[src/rtl/multicycle_controller_if.sv]
// rtl/multicycle_controller_if.sv - instruction/memory handshake and datapath-control bundle
interface multicycle_controller_if #(
    parameter int CNT_W = 16
) ();
    logic [10:0]      Instruction;
    logic             mem_ready;
    logic             Zero;
    logic             Reg2Loc;
    logic             ALUSrc;
    logic             MemtoReg;
    logic             RegWrite;
    logic             MemRead;
    logic             MemWrite;
    logic             Branch;
    logic             UncondBranch;
    logic             IRWrite;
    logic             PCWrite;
    logic [1:0]       ALUOp;
    logic             fault;
    logic [CNT_W-1:0] retired;

    // Controller side: consumes opcode/handshake/flag, drives the datapath controls.
    modport master (
        input  Instruction, mem_ready, Zero,
        output Reg2Loc, ALUSrc, MemtoReg, RegWrite, MemRead, MemWrite,
        output Branch, UncondBranch, IRWrite, PCWrite, ALUOp, fault, retired
    );

    // Datapath/memory side: the mirror image of the controller.
    modport slave (
        output Instruction, mem_ready, Zero,
        input  Reg2Loc, ALUSrc, MemtoReg, RegWrite, MemRead, MemWrite,
        input  Branch, UncondBranch, IRWrite, PCWrite, ALUOp, fault, retired
    );
endinterface

[src/rtl/multicycle_controller.sv]
// rtl/multicycle_controller.sv - multi-cycle LEGv8-subset control FSM with memory timeout fault
module multicycle_controller #(
    parameter int CNT_W       = 16,
    parameter int MEM_TIMEOUT = 15
) (
    input  logic                   clk,
    input  logic                   rst,
    multicycle_controller_if.master bus
);

    localparam int WAIT_W = 8;
    localparam logic [WAIT_W-1:0] WAIT_LAST = WAIT_W'(MEM_TIMEOUT - 1);

    typedef enum logic [2:0] {
        S_FETCH,
        S_DECODE,
        S_EXEC,
        S_MEM,
        S_WB,
        S_FAULT
    } state_t;

    typedef enum logic [2:0] {
        C_ILL,
        C_R,
        C_LDUR,
        C_STUR,
        C_CBZ,
        C_CBNZ,
        C_B
    } cls_t;

    state_t              r_state;
    state_t              w_next;
    logic [10:0]         r_ir;
    logic [WAIT_W-1:0]   r_wait;
    logic [CNT_W-1:0]    r_retired;
    cls_t                w_cls;

    logic                w_load_ir;
    logic                w_wait_inc;
    logic                w_retire;

    logic                w_reg2loc;
    logic                w_alusrc;
    logic                w_memtoreg;
    logic                w_regwrite;
    logic                w_memread;
    logic                w_memwrite;
    logic                w_branch;
    logic                w_uncond;
    logic                w_irwrite;
    logic                w_pcwrite;
    logic [1:0]          w_aluop;
    logic                w_fault;

    // Opcode class of the latched instruction; anything unmatched is illegal.
    always_comb begin
        w_cls = C_ILL;
        casez (r_ir)
            11'b11111000010: w_cls = C_LDUR;
            11'b11111000000: w_cls = C_STUR;
            11'b10110100???: w_cls = C_CBZ;
            11'b10110101???: w_cls = C_CBNZ;
            11'b000101?????: w_cls = C_B;
            11'b1??0101?000: w_cls = C_R;
            default:         w_cls = C_ILL;
        endcase
    end

    // Next-state and control decode for every state.
    always_comb begin
        w_next     = r_state;
        w_load_ir  = 1'b0;
        w_wait_inc = 1'b0;
        w_retire   = 1'b0;
        w_reg2loc  = 1'b0;
        w_alusrc   = 1'b0;
        w_memtoreg = 1'b0;
        w_regwrite = 1'b0;
        w_memread  = 1'b0;
        w_memwrite = 1'b0;
        w_branch   = 1'b0;
        w_uncond   = 1'b0;
        w_irwrite  = 1'b0;
        w_pcwrite  = 1'b0;
        w_aluop    = 2'b00;
        w_fault    = 1'b0;

        case (r_state)
            S_FETCH: begin
                w_memread = 1'b1;
                if (bus.mem_ready) begin
                    w_irwrite = 1'b1;
                    w_pcwrite = 1'b1;
                    w_load_ir = 1'b1;
                    w_next    = S_DECODE;
                end else if (r_wait == WAIT_LAST) begin
                    w_next = S_FAULT;
                end else begin
                    w_wait_inc = 1'b1;
                end
            end

            S_DECODE: begin
                w_reg2loc = (w_cls == C_STUR) || (w_cls == C_CBZ) || (w_cls == C_CBNZ);
                w_next    = (w_cls == C_ILL) ? S_FAULT : S_EXEC;
            end

            S_EXEC: begin
                case (w_cls)
                    C_R: begin
                        w_aluop = 2'b10;
                        w_next  = S_WB;
                    end
                    C_LDUR, C_STUR: begin
                        w_alusrc = 1'b1;
                        w_next   = S_MEM;
                    end
                    C_CBZ, C_CBNZ: begin
                        w_aluop   = 2'b01;
                        w_reg2loc = 1'b1;
                        // Branch is taken on Zero for CBZ and on !Zero for CBNZ.
                        if (bus.Zero == (w_cls == C_CBZ)) begin
                            w_branch  = 1'b1;
                            w_pcwrite = 1'b1;
                        end
                        w_next   = S_FETCH;
                        w_retire = 1'b1;
                    end
                    C_B: begin
                        w_uncond  = 1'b1;
                        w_pcwrite = 1'b1;
                        w_next    = S_FETCH;
                        w_retire  = 1'b1;
                    end
                    default: w_next = S_FAULT;
                endcase
            end

            S_MEM: begin
                w_alusrc   = 1'b1;
                w_memread  = (w_cls == C_LDUR);
                w_memwrite = (w_cls == C_STUR);
                w_reg2loc  = (w_cls == C_STUR);
                if (bus.mem_ready) begin
                    if (w_cls == C_LDUR) begin
                        w_next = S_WB;
                    end else begin
                        w_next   = S_FETCH;
                        w_retire = 1'b1;
                    end
                end else if (r_wait == WAIT_LAST) begin
                    w_next = S_FAULT;
                end else begin
                    w_wait_inc = 1'b1;
                end
            end

            S_WB: begin
                w_regwrite = 1'b1;
                w_memtoreg = (w_cls == C_LDUR);
                w_next     = S_FETCH;
                w_retire   = 1'b1;
            end

            S_FAULT: begin
                w_fault = 1'b1;
            end

            default: begin
                w_next = S_FAULT;
            end
        endcase
    end

    // State register; reset forces FETCH without waiting for a clock.
    always_ff @(posedge clk or posedge rst) begin
        if (rst) begin
            r_state <= S_FETCH;
        end else begin
            r_state <= w_next;
        end
    end

    // Instruction register, memory wait counter and retired-instruction counter.
    always_ff @(posedge clk or posedge rst) begin
        if (rst) begin
            r_ir      <= '0;
            r_wait    <= '0;
            r_retired <= '0;
        end else begin
            if (w_load_ir) begin
                r_ir <= bus.Instruction;
            end
            if (w_next != r_state) begin
                r_wait <= '0;
            end else if (w_wait_inc) begin
                r_wait <= r_wait + WAIT_W'(1);
            end
            if (w_retire) begin
                r_retired <= r_retired + CNT_W'(1);
            end
        end
    end

    // IR/PC strobes follow mem_ready in FETCH, so they are masked while reset holds the FSM.
    assign bus.Reg2Loc      = w_reg2loc;
    assign bus.ALUSrc       = w_alusrc;
    assign bus.MemtoReg     = w_memtoreg;
    assign bus.RegWrite     = w_regwrite;
    assign bus.MemRead      = w_memread;
    assign bus.MemWrite     = w_memwrite;
    assign bus.Branch       = w_branch;
    assign bus.UncondBranch = w_uncond;
    assign bus.IRWrite      = w_irwrite & ~rst;
    assign bus.PCWrite      = w_pcwrite & ~rst;
    assign bus.ALUOp        = w_aluop;
    assign bus.fault        = w_fault;
    assign bus.retired      = r_retired;

endmodule
[src/flat_wrapper.sv]
// flat-port wrapper written by rule: the top's interface ports become plain ports
module multicycle_controller_flat 
#(
    parameter int CNT_W       = 16,
    parameter int MEM_TIMEOUT = 15
)
  (clk, rst, bus_Instruction, bus_mem_ready, bus_Zero, bus_Reg2Loc, bus_ALUSrc, bus_MemtoReg, bus_RegWrite, bus_MemRead, bus_MemWrite, bus_Branch, bus_UncondBranch, bus_IRWrite, bus_PCWrite, bus_ALUOp, bus_fault, bus_retired);
  multicycle_controller_if #(.CNT_W(CNT_W)) bus_i ();
  input  logic clk;
  input  logic rst;
  input wire logic [$bits(bus_i.Instruction)-1:0] bus_Instruction;
  input wire logic [$bits(bus_i.mem_ready)-1:0] bus_mem_ready;
  input wire logic [$bits(bus_i.Zero)-1:0] bus_Zero;
  output wire logic [$bits(bus_i.Reg2Loc)-1:0] bus_Reg2Loc;
  output wire logic [$bits(bus_i.ALUSrc)-1:0] bus_ALUSrc;
  output wire logic [$bits(bus_i.MemtoReg)-1:0] bus_MemtoReg;
  output wire logic [$bits(bus_i.RegWrite)-1:0] bus_RegWrite;
  output wire logic [$bits(bus_i.MemRead)-1:0] bus_MemRead;
  output wire logic [$bits(bus_i.MemWrite)-1:0] bus_MemWrite;
  output wire logic [$bits(bus_i.Branch)-1:0] bus_Branch;
  output wire logic [$bits(bus_i.UncondBranch)-1:0] bus_UncondBranch;
  output wire logic [$bits(bus_i.IRWrite)-1:0] bus_IRWrite;
  output wire logic [$bits(bus_i.PCWrite)-1:0] bus_PCWrite;
  output wire logic [$bits(bus_i.ALUOp)-1:0] bus_ALUOp;
  output wire logic [$bits(bus_i.fault)-1:0] bus_fault;
  output wire logic [$bits(bus_i.retired)-1:0] bus_retired;
  assign bus_i.Instruction = bus_Instruction;
  assign bus_i.mem_ready = bus_mem_ready;
  assign bus_i.Zero = bus_Zero;
  assign bus_Reg2Loc = bus_i.Reg2Loc;
  assign bus_ALUSrc = bus_i.ALUSrc;
  assign bus_MemtoReg = bus_i.MemtoReg;
  assign bus_RegWrite = bus_i.RegWrite;
  assign bus_MemRead = bus_i.MemRead;
  assign bus_MemWrite = bus_i.MemWrite;
  assign bus_Branch = bus_i.Branch;
  assign bus_UncondBranch = bus_i.UncondBranch;
  assign bus_IRWrite = bus_i.IRWrite;
  assign bus_PCWrite = bus_i.PCWrite;
  assign bus_ALUOp = bus_i.ALUOp;
  assign bus_fault = bus_i.fault;
  assign bus_retired = bus_i.retired;
  multicycle_controller #(.CNT_W(CNT_W), .MEM_TIMEOUT(MEM_TIMEOUT)) u_core (.clk(clk), .rst(rst), .bus(bus_i));
endmodule
[config.mk]
export PLATFORM = sky130hd
export DESIGN_NAME = multicycle_controller_flat
export DESIGN_NICKNAME = d
export VERILOG_FILES = /design/src/rtl/multicycle_controller_if.sv /design/src/rtl/multicycle_controller.sv /design/src/flat_wrapper.sv
export SDC_FILE = /design/constraint.sdc
export NUM_CORES = 1
export LEC_CHECK = 0
export CAP_MARGIN = 40
export CORE_UTILIZATION = 40
export DETAILED_ROUTE_END_ITERATION = 16
export HOLD_SLACK_MARGIN = 0.06
export PLACE_DENSITY = 0.65
export SLEW_MARGIN = 5
export SYNTH_ARGS = -nofsm -noshare
export SYNTH_HDL_FRONTEND = slang
export SYNTH_SLANG_ARGS = --single-unit
[constraint.sdc]
create_clock -name clk -period 5.5 [get_ports clk]
set_input_delay 1.1 -clock clk [delete_from_list [all_inputs] [get_ports clk]]
set_output_delay 1.1 -clock clk [all_outputs]
set_load 0.02 [all_outputs]
Word-level counts from Yosys, hierarchy flattened
Index checks and enable logic that the tools add are counted.
- add/sub/neg operators: 2
- mux-type cells: 37
- reduce and logical (&&, ||, !) cells: 9
- bitwise logic cells: 3
- eq/ne operators: 20
- operators with widths (kind ; count):
    $pmux W3 S6 ; 2
    $eq A8 B8 Y1 const B ; 3
    $eq A11 B11 Y1 const B ; 2
    $mux W1 ; 19
    $add A16 B1 Y16 const B ; 1
    $mux W8 ; 2
    $eq A3 B3 Y1 const B ; 5
    $mux W3 ; 5
    $eq A3 B2 Y1 const B ; 4
    $pmux W3 S3 ; 1
    $add A8 B1 Y8 const B ; 1
    $eq A8 B4 Y1 const B ; 1
    $pmux W1 S2 ; 4
    $eq A3 B1 Y1 const B ; 2
    $eq A6 B3 Y1 const B ; 1
    $logic_not A3 Y1 ; 2
    $pmux W1 S3 ; 2
    $reduce_or A2 Y1 ; 3
    $pmux W2 S2 ; 1
    $ne A3 B3 Y1 ; 1
    $reduce_or A3 Y1 ; 1
    $and A1 B1 Y1 ; 2
    $logic_or A1 B1 Y1 ; 2
    $mux W2 ; 1
    3 further kinds ; 3
- output and inout bits: 29
- logic and storage cells: 75
- bits of input ports: 15
- register bits: 38

Longest topological paths before layout
Gate-level depths: netlist of the first run.
- depth after elaboration: 8
- depth in mapped cells: 7
- mapped depth without buffers: 7

Least setup slack after synthesis of the first run
Ideal clock, no wire load.
- kind: in2out
- start: in rst
- end: out bus_PCWrite
- cell stages on the path: 2
- path slack: 2.049 ns
- arrival time: 2.351 ns
- data required time: 4.400 ns
- path buffers: 0
- cells stage by stage: inv_1 > o311a_1
- cells in the longest elaborated chain, start to end: 2
- RTL lines (item ; line ; text):
    from (decl) ; flat_wrapper.sv:10 ; input logic rst;
    $not A1 Y1 ; multicycle_controller.sv:217 ; assign bus.PCWrite = w_pcwrite & ~rst;
    $and A1 B1 Y1 ; multicycle_controller.sv:217 ;
    to (decl) ; flat_wrapper.sv:23 ; output wire logic [$bits(bus_i.PCWrite)-1:0] bus_PCWrite;
No other way between the ends.

Worst setup path after layout of the first run
- start: in bus_mem_ready
- end: out bus_PCWrite
- cells in the longest elaborated chain, start to end: 3
- RTL lines (item ; line ; text):
    from (decl) ; flat_wrapper.sv:12 ; input wire logic [$bits(bus_i.mem_ready)-1:0] bus_mem_ready;
    $mux W1 ; multicycle_controller.sv:93 ; if (bus.mem_ready) begin
    $pmux W1 S2 ; multicycle_controller.sv:90 ; case (r_state)
    $and A1 B1 Y1 ; multicycle_controller.sv:217 ;
No other way between the ends.

==> results of run 1 <==
## metal layers
metal  global-route usage [%]  vias up  share of wire (%)
li1                         -      937                  -
met1                     25.6      932                 46
met2                     30.3       51                 48
met3                     3.14        7                4.6
met4                     5.93        0                1.3
met5                        0        -                  0
## sequential cells by signal (all words and copies together) (netlist names)
signal / flops
u_core.bus.retired: 16
u_core.r_ir: 11
u_core.r_wait: 8
u_core.r_state: 3
## critical path: cells and delay by family
kind,cells,cell delay (ns)
compound gates,1,0.36
simple gates,1,0.24
buf+inv,3,1.30
## kinds of logic (layout without fill, tap and decap cells)
kind of cell / after synthesis / in the layout / share of synthesized area [%]
XOR/XNOR: 24 / 24 / 8.96
AND/OR/NAND/NOR: 92 / 92 / 24.5
adder cells (fa/ha/maj): 3 / 3 / 1.60
flip-flops: 38 / 38 / 40.6
buffers and inverters: 20 / 62 / 3.57
AO/OA/AOI/OAI: 40 / 40 / 15.5
multiplexers: 11 / 11 / 5.28
## cell usage after synthesis, types with 3 or more instances
cell,number
buf_2,3
and2_1,4
nand2b_1,3
nor4_1,9
xor2_1,13
xnor2_1,11
o21ai_0,7
and3_1,6
nand2_1,13
nor3_1,11
a21oi_1,7
nand3_1,5
nor2_1,11
clkbuf_1,4
inv_1,10
mux2_2,11
ha_1,3
dfrtp_1,38
nand4_1,8
## where the power goes
part / internal (mW) / switching, mW
Combinational: 0.00999 / 0.00862
Sequential: 0.279 / 0
Clock: 0.0851 / 0.0962
## worst paths after layout
check | to | from | cells past startpoint
max | bus_PCWrite | bus_mem_ready | 5
min | u_core.bus.retired[15] | u_core.bus.retired[15] | 1
max reg2reg | u_core.bus.retired[13] | u_core.r_state[2] | 5
min reg2reg | u_core.bus.retired[15] | u_core.bus.retired[15] | 1
max in group asynchronous | u_core.r_ir[3] | rst | 3
min in group asynchronous | u_core.bus.retired[7] | rst | 3
## cell type report
| class | count | area [µm²] | share of cell area [%] |
|---|---|---|---|
| Timing Repair Buffer | 45 | 445 | 15.3 |
| Sequential cell | 38 | 951 | 32.6 |
| Tap cell | 72 | 90.1 | 3.09 |
| Inverter | 10 | 37.5 | 1.29 |
| Multi-Input combinational cell | 170 | 1310 | 45.0 |
| Clock buffer | 5 | 68.8 | 2.36 |
| Clock inverter | 2 | 10.0 | 0.344 |
==> impl_metrics.json, run 1 <==
{
  "status": "completed",
  "cpMostUsedCell": "clkdlybuf4s50_1",
  "io_buffers": 43,
  "cp_slowest_cell": "clkdlybuf4s50_1",
  "routedWlPerCell_um": 15.4,
  "core_area_um2": 5570,
  "synth_warnings": 0,
  "final_common_cell": "clkdlybuf4s50_1",
  "gp_congestion": 0.822,
  "io_pins": 44,
  "die_area_um2": 6170,
  "root_buffer": "clkbuf_8",
  "ctsHtreeMaxLevel": 2,
  "drtPass1Iterations": 4,
  "critPathLaunchType": "primary input",
  "syn_inst": 228,
  "grt_pass1_vias": 1881,
  "stdcell_area_um2": 2910,
  "antenna_found_initial": 0,
  "tightestPinTransition_ns": 0.713,
  "clk_path_buf_depth": 2,
  "finalCriticalPeriod_ns": 4.10,
  "overflow": 0,
  "vias": 1927,
  "async_reset_ff_share_pct": 100,
  "ant_nets": 0,
  "grt_pass1_wl_um": 9070,
  "cp_cell_sequence": "clkdlybuf4s50_1, and3_1, buf_4, o311a_1, clkdlybuf4s50_1",
  "finalCritPeriodShare_pct": 74.5,
  "final_cells": 342,
  "max_stage_delay_ns": 0.56,
  "hp-class": "flip-flop to flip-flop",
  "syn_area_um2": 2340,
  "die_x_um": 78.6,
  "drv_slew": 0,
  "dpl.cell_count": 335,
  "fmax_ghz": 0.244,
  "max_cap_violations": 0,
  "hpwl_um": 3860,
  "post-cts-setup-buffers": 0,
  "ys_seq_area_share_pct": 40.6,
  "layout_setup_ws_ns": 1.40,
  "p_per_area_nw_per_um2": 164,
  "die_height_um": 78.6,
  "most-common-layout-cells": "clkdlybuf4s50_1 (43), dfrtp_1 (38), nand2_1 (13), xor2_1 (13)",
  "crit_required_ns": 4.40,
  "drive_gt1_share_pct": 11.9,
  "holdBufCountCts": 0,
  "finalHoldViolations": 0,
  "synth_top_area_share_pct": 40.6,
  "ys.flop_type": "dfrtp_1",
  "fin_nets": 288,
  "grt_max_degree": 41,
  "relSlewSlack_pct": 52.1,
  "p_total_mw": 0.479,
  "drtIter0Drc": 80,
  "via_per_inst": 5.63,
  "synth-seq-cells": 38,
  "p_leak_nw": 1.21,
  "post_cts_resized": 0,
  "avgSynthCellArea_um2": 10.3,
  "cts_tree": "done",
  "finalSetupViolCount": 0,
  "ir_worst_vdd_mv": 0.0756,
  "synth_enable_flop_cells": 0,
  "grt_setup_unrepaired": "no",
  "place_worst_setup_slack_ns": 1.41,
  "grt_usage_pct": 18.8,
  "finish.utilization_pct": 52.3,
  "clkTransAtPathRegs_ns": 0.07,
  "skew_ns": 0.00534,
  "start_util_pct": 42.1,
  "synth_cell_types": 63,
  "synth.net_count": 246,
  "yosys-top-cells-area": "dfrtp_1 (41%), mux2_2 (5.3%), xor2_1 (4.9%), xnor2_1 (4.1%), nor4_1 (2.4%)",
  "hold_ws_ns": 0.468,
  "fillers": 519,
  "num_antenna_cells": 0,
  "rows": 27,
  "arrival_ns": 3.00,
  "cts-buffers-inserted": 5,
  "clkSinkCount": 38,
  "post-route-drc-count": 0,
  "tns_ns": 0,
  "crit_fanout": 14,
  "postPlaceCellArea_um2": 2830,
  "end_kind": "output pin",
  "routed_wl_um": 5260,
  "r2r_slack_ns": 3.18,
  "area_delta_synth_final_pct": 24.2,
  "yosys.area.top_type": "dfrtp_1",
  "clock_latency_ns": 0.29,
  "path_class": "primary input to output pin"
}
(Power assumes the default switching activity.)
==> run 2, diff against run 1 <==
--- a/config.mk
+++ b/config.mk
@@ -9,7 +9,7 @@
 export CORE_UTILIZATION = 40
 export DETAILED_ROUTE_END_ITERATION = 16
 export HOLD_SLACK_MARGIN = 0.06
-export PLACE_DENSITY = 0.65
+export PLACE_DENSITY = 0.67
 export SLEW_MARGIN = 5
 export SYNTH_ARGS = -nofsm -noshare
 export SYNTH_HDL_FRONTEND = slang
==> constraint.sdc (replaced) <==
create_clock -name clk -period 3.5 [get_ports clk]
set_input_delay 0.7 -clock clk [delete_from_list [all_inputs] [get_ports clk]]
set_output_delay 0.7 -clock clk [all_outputs]
set_load 0.02 [all_outputs]
==> impl_metrics.json, run 2 (synthesis results as in run 1) <==
{
  "die_area_um2": 6170,
  "hp-class": "flip-flop to flip-flop",
  "vias": 1970,
  "arrival_ns": 2.62,
  "max_stage_delay_ns": 0.68,
  "cp_cell_sequence": "nor4b_4, a32o_1, a22oi_1, nor4b_1, clkdlybuf4s50_1",
  "fmax_ghz": 0.301,
  "postPlaceCellArea_um2": 2880,
  "drtIter0Drc": 79,
  "finalHoldViolations": 0,
  "stdcell_area_um2": 2970,
  "ctsHtreeMaxLevel": 2,
  "crit_fanout": 6,
  "drtPass1Iterations": 4,
  "finalCritPeriodShare_pct": 95.0,
  "grt_max_degree": 20,
  "p_leak_nw": 1.25,
  "gp_congestion": 0.918,
  "skew_ns": 0.00636,
  "finalCriticalPeriod_ns": 3.32,
  "largest_reg_flops": 16,
  "grt_setup_unrepaired": "yes",
  "overflow": 0,
  "via_per_inst": 5.63,
  "final_cells": 350,
  "cts_tree": "done",
  "critPathLaunchType": "flip-flop",
  "relSlewSlack_pct": 57.6,
  "drive_gt1_share_pct": 14.4,
  "final_common_cell": "clkdlybuf4s50_1",
  "io_buffers": 43,
  "grt_pass1_wl_um": 9420,
  "hpwl_um": 4060,
  "antenna_found_initial": 0,
  "cp_slowest_cell": "clkdlybuf4s50_1",
  "root_buffer": "clkbuf_8",
  "core_area_um2": 5570,
  "finalSetupViolCount": 0,
  "p_per_area_nw_per_um2": 254,
  "routed_wl_um": 5380,
  "fin_nets": 296,
  "crit_required_ns": 2.80,
  "drv_slew": 0,
  "io_pins": 44,
  "grt_usage_pct": 19.4,
  "start_util_pct": 42.1,
  "clk_path_buf_depth": 2,
  "clkTransAtPathRegs_ns": 0.07,
  "clkSinkCount": 38,
  "die_x_um": 78.6,
  "num_antenna_cells": 0,
  "routedWlPerCell_um": 15.4,
  "grt_pass1_vias": 1935,
  "dpl.cell_count": 341,
  "clock_latency_ns": 0.29,
  "post-route-drc-count": 0,
  "cts-buffers-inserted": 5,
  "p_total_mw": 0.756,
  "rows": 27,
  "most-common-layout-cells": "clkdlybuf4s50_1 (43), dfrtp_1 (38), nand2_1 (13), xor2_1 (13)",
  "tightestPinTransition_ns": 0.632,
  "holdBufCountCts": 0,
  "die_height_um": 78.6,
  "end_kind": "output pin",
  "ir_worst_vdd_mv": 0.117,
  "status": "completed",
  "area_delta_synth_final_pct": 26.8,
  "max_cap_violations": 0,
  "ant_nets": 0,
  "path_class": "flip-flop to output pin"
}
-- run 2: path summary, 6_finish.rpt --
| path | from | end | slack [ns] | cells past startpoint |
|---|---|---|---|---|
| worst min-delay path | u_core.bus.retired[15] | u_core.bus.retired[15] | 0.48 | 1 |
| min in group asynchronous | rst | u_core.bus.retired[6] | 0.60 | 2 |
| worst min register to register | u_core.bus.retired[15] | u_core.bus.retired[15] | 0.48 | 1 |
| max in group asynchronous | rst | u_core.r_wait[2] | 2.40 | 3 |
| worst max register to register | u_core.r_wait[0] | u_core.r_wait[5] | 1.30 | 7 |
| worst max-delay path | u_core.r_ir[2] | bus_MemWrite | 0.18 | 5 |
-- run 2: metal layers --
layer	vias up	GRT usage [%]	wire (µm)
met2	70	31.3	2520
met5	-	0	0
met4	0	6.67	80
met1	943	26.0	2520
met3	5	3.60	257
li1	952	-	-
-- run 2: power breakdown --
group | internal (mW) | total (mW) | leakage (nW) | switching (mW)
combinational | 0.0172 | 0.0315 | 0.706 | 0.0143
sequential | 0.439 | 0.439 | 0.500 | 0
clock | 0.134 | 0.285 | 0.0438 | 0.152
-- run 2: worst max-delay path: cells and delay by family (launching register included) --
family	cells	cell delay (ns)
AND/OR/NAND/NOR	2	0.86
buffers and inverters	1	0.68
flip-flops	1	0.41
AO/OA/AOI/OAI	2	0.38
-- run 2: metrics by stage --
| step | hold slack [ns] | TNS (ns) | setup slack [ns] | utilization (%) |
|---|---|---|---|---|
| 6_report | 0.476 | 0 | 0.176 | 53.3 |
| 3_3_place_gp | 0.458 | 0 | 0.483 | 51.6 |
| 3_5_place_dp | 0.476 | 0 | 0.416 | 51.6 |
| 2_1_floorplan | 0.503 | 0 | 0.849 | - |
| 4_1_cts | 0.489 | 0 | 0.0842 | 53.1 |
| 5_1_grt | 0.498 | -0.0443 | -0.0443 | 53.3 |
-- run 2: timing repair --
| action | CTS | global route |
|---|---|---|
| endpoints found under the setup margin | 0 | 2 |
| resized for setup | 0 | 1 |
| buffers inserted | 0 | 2 |
-- run 2: layout make-up --
cell class	instances	area, µm²
fillers	526	2600
multi-input cells	170	1310
flip-flops and latches	38	951
repair buffers	53	505
well taps	72	90.1
clock buffers	5	68.8
inverters	10	37.5
clock inverters	2	10.0
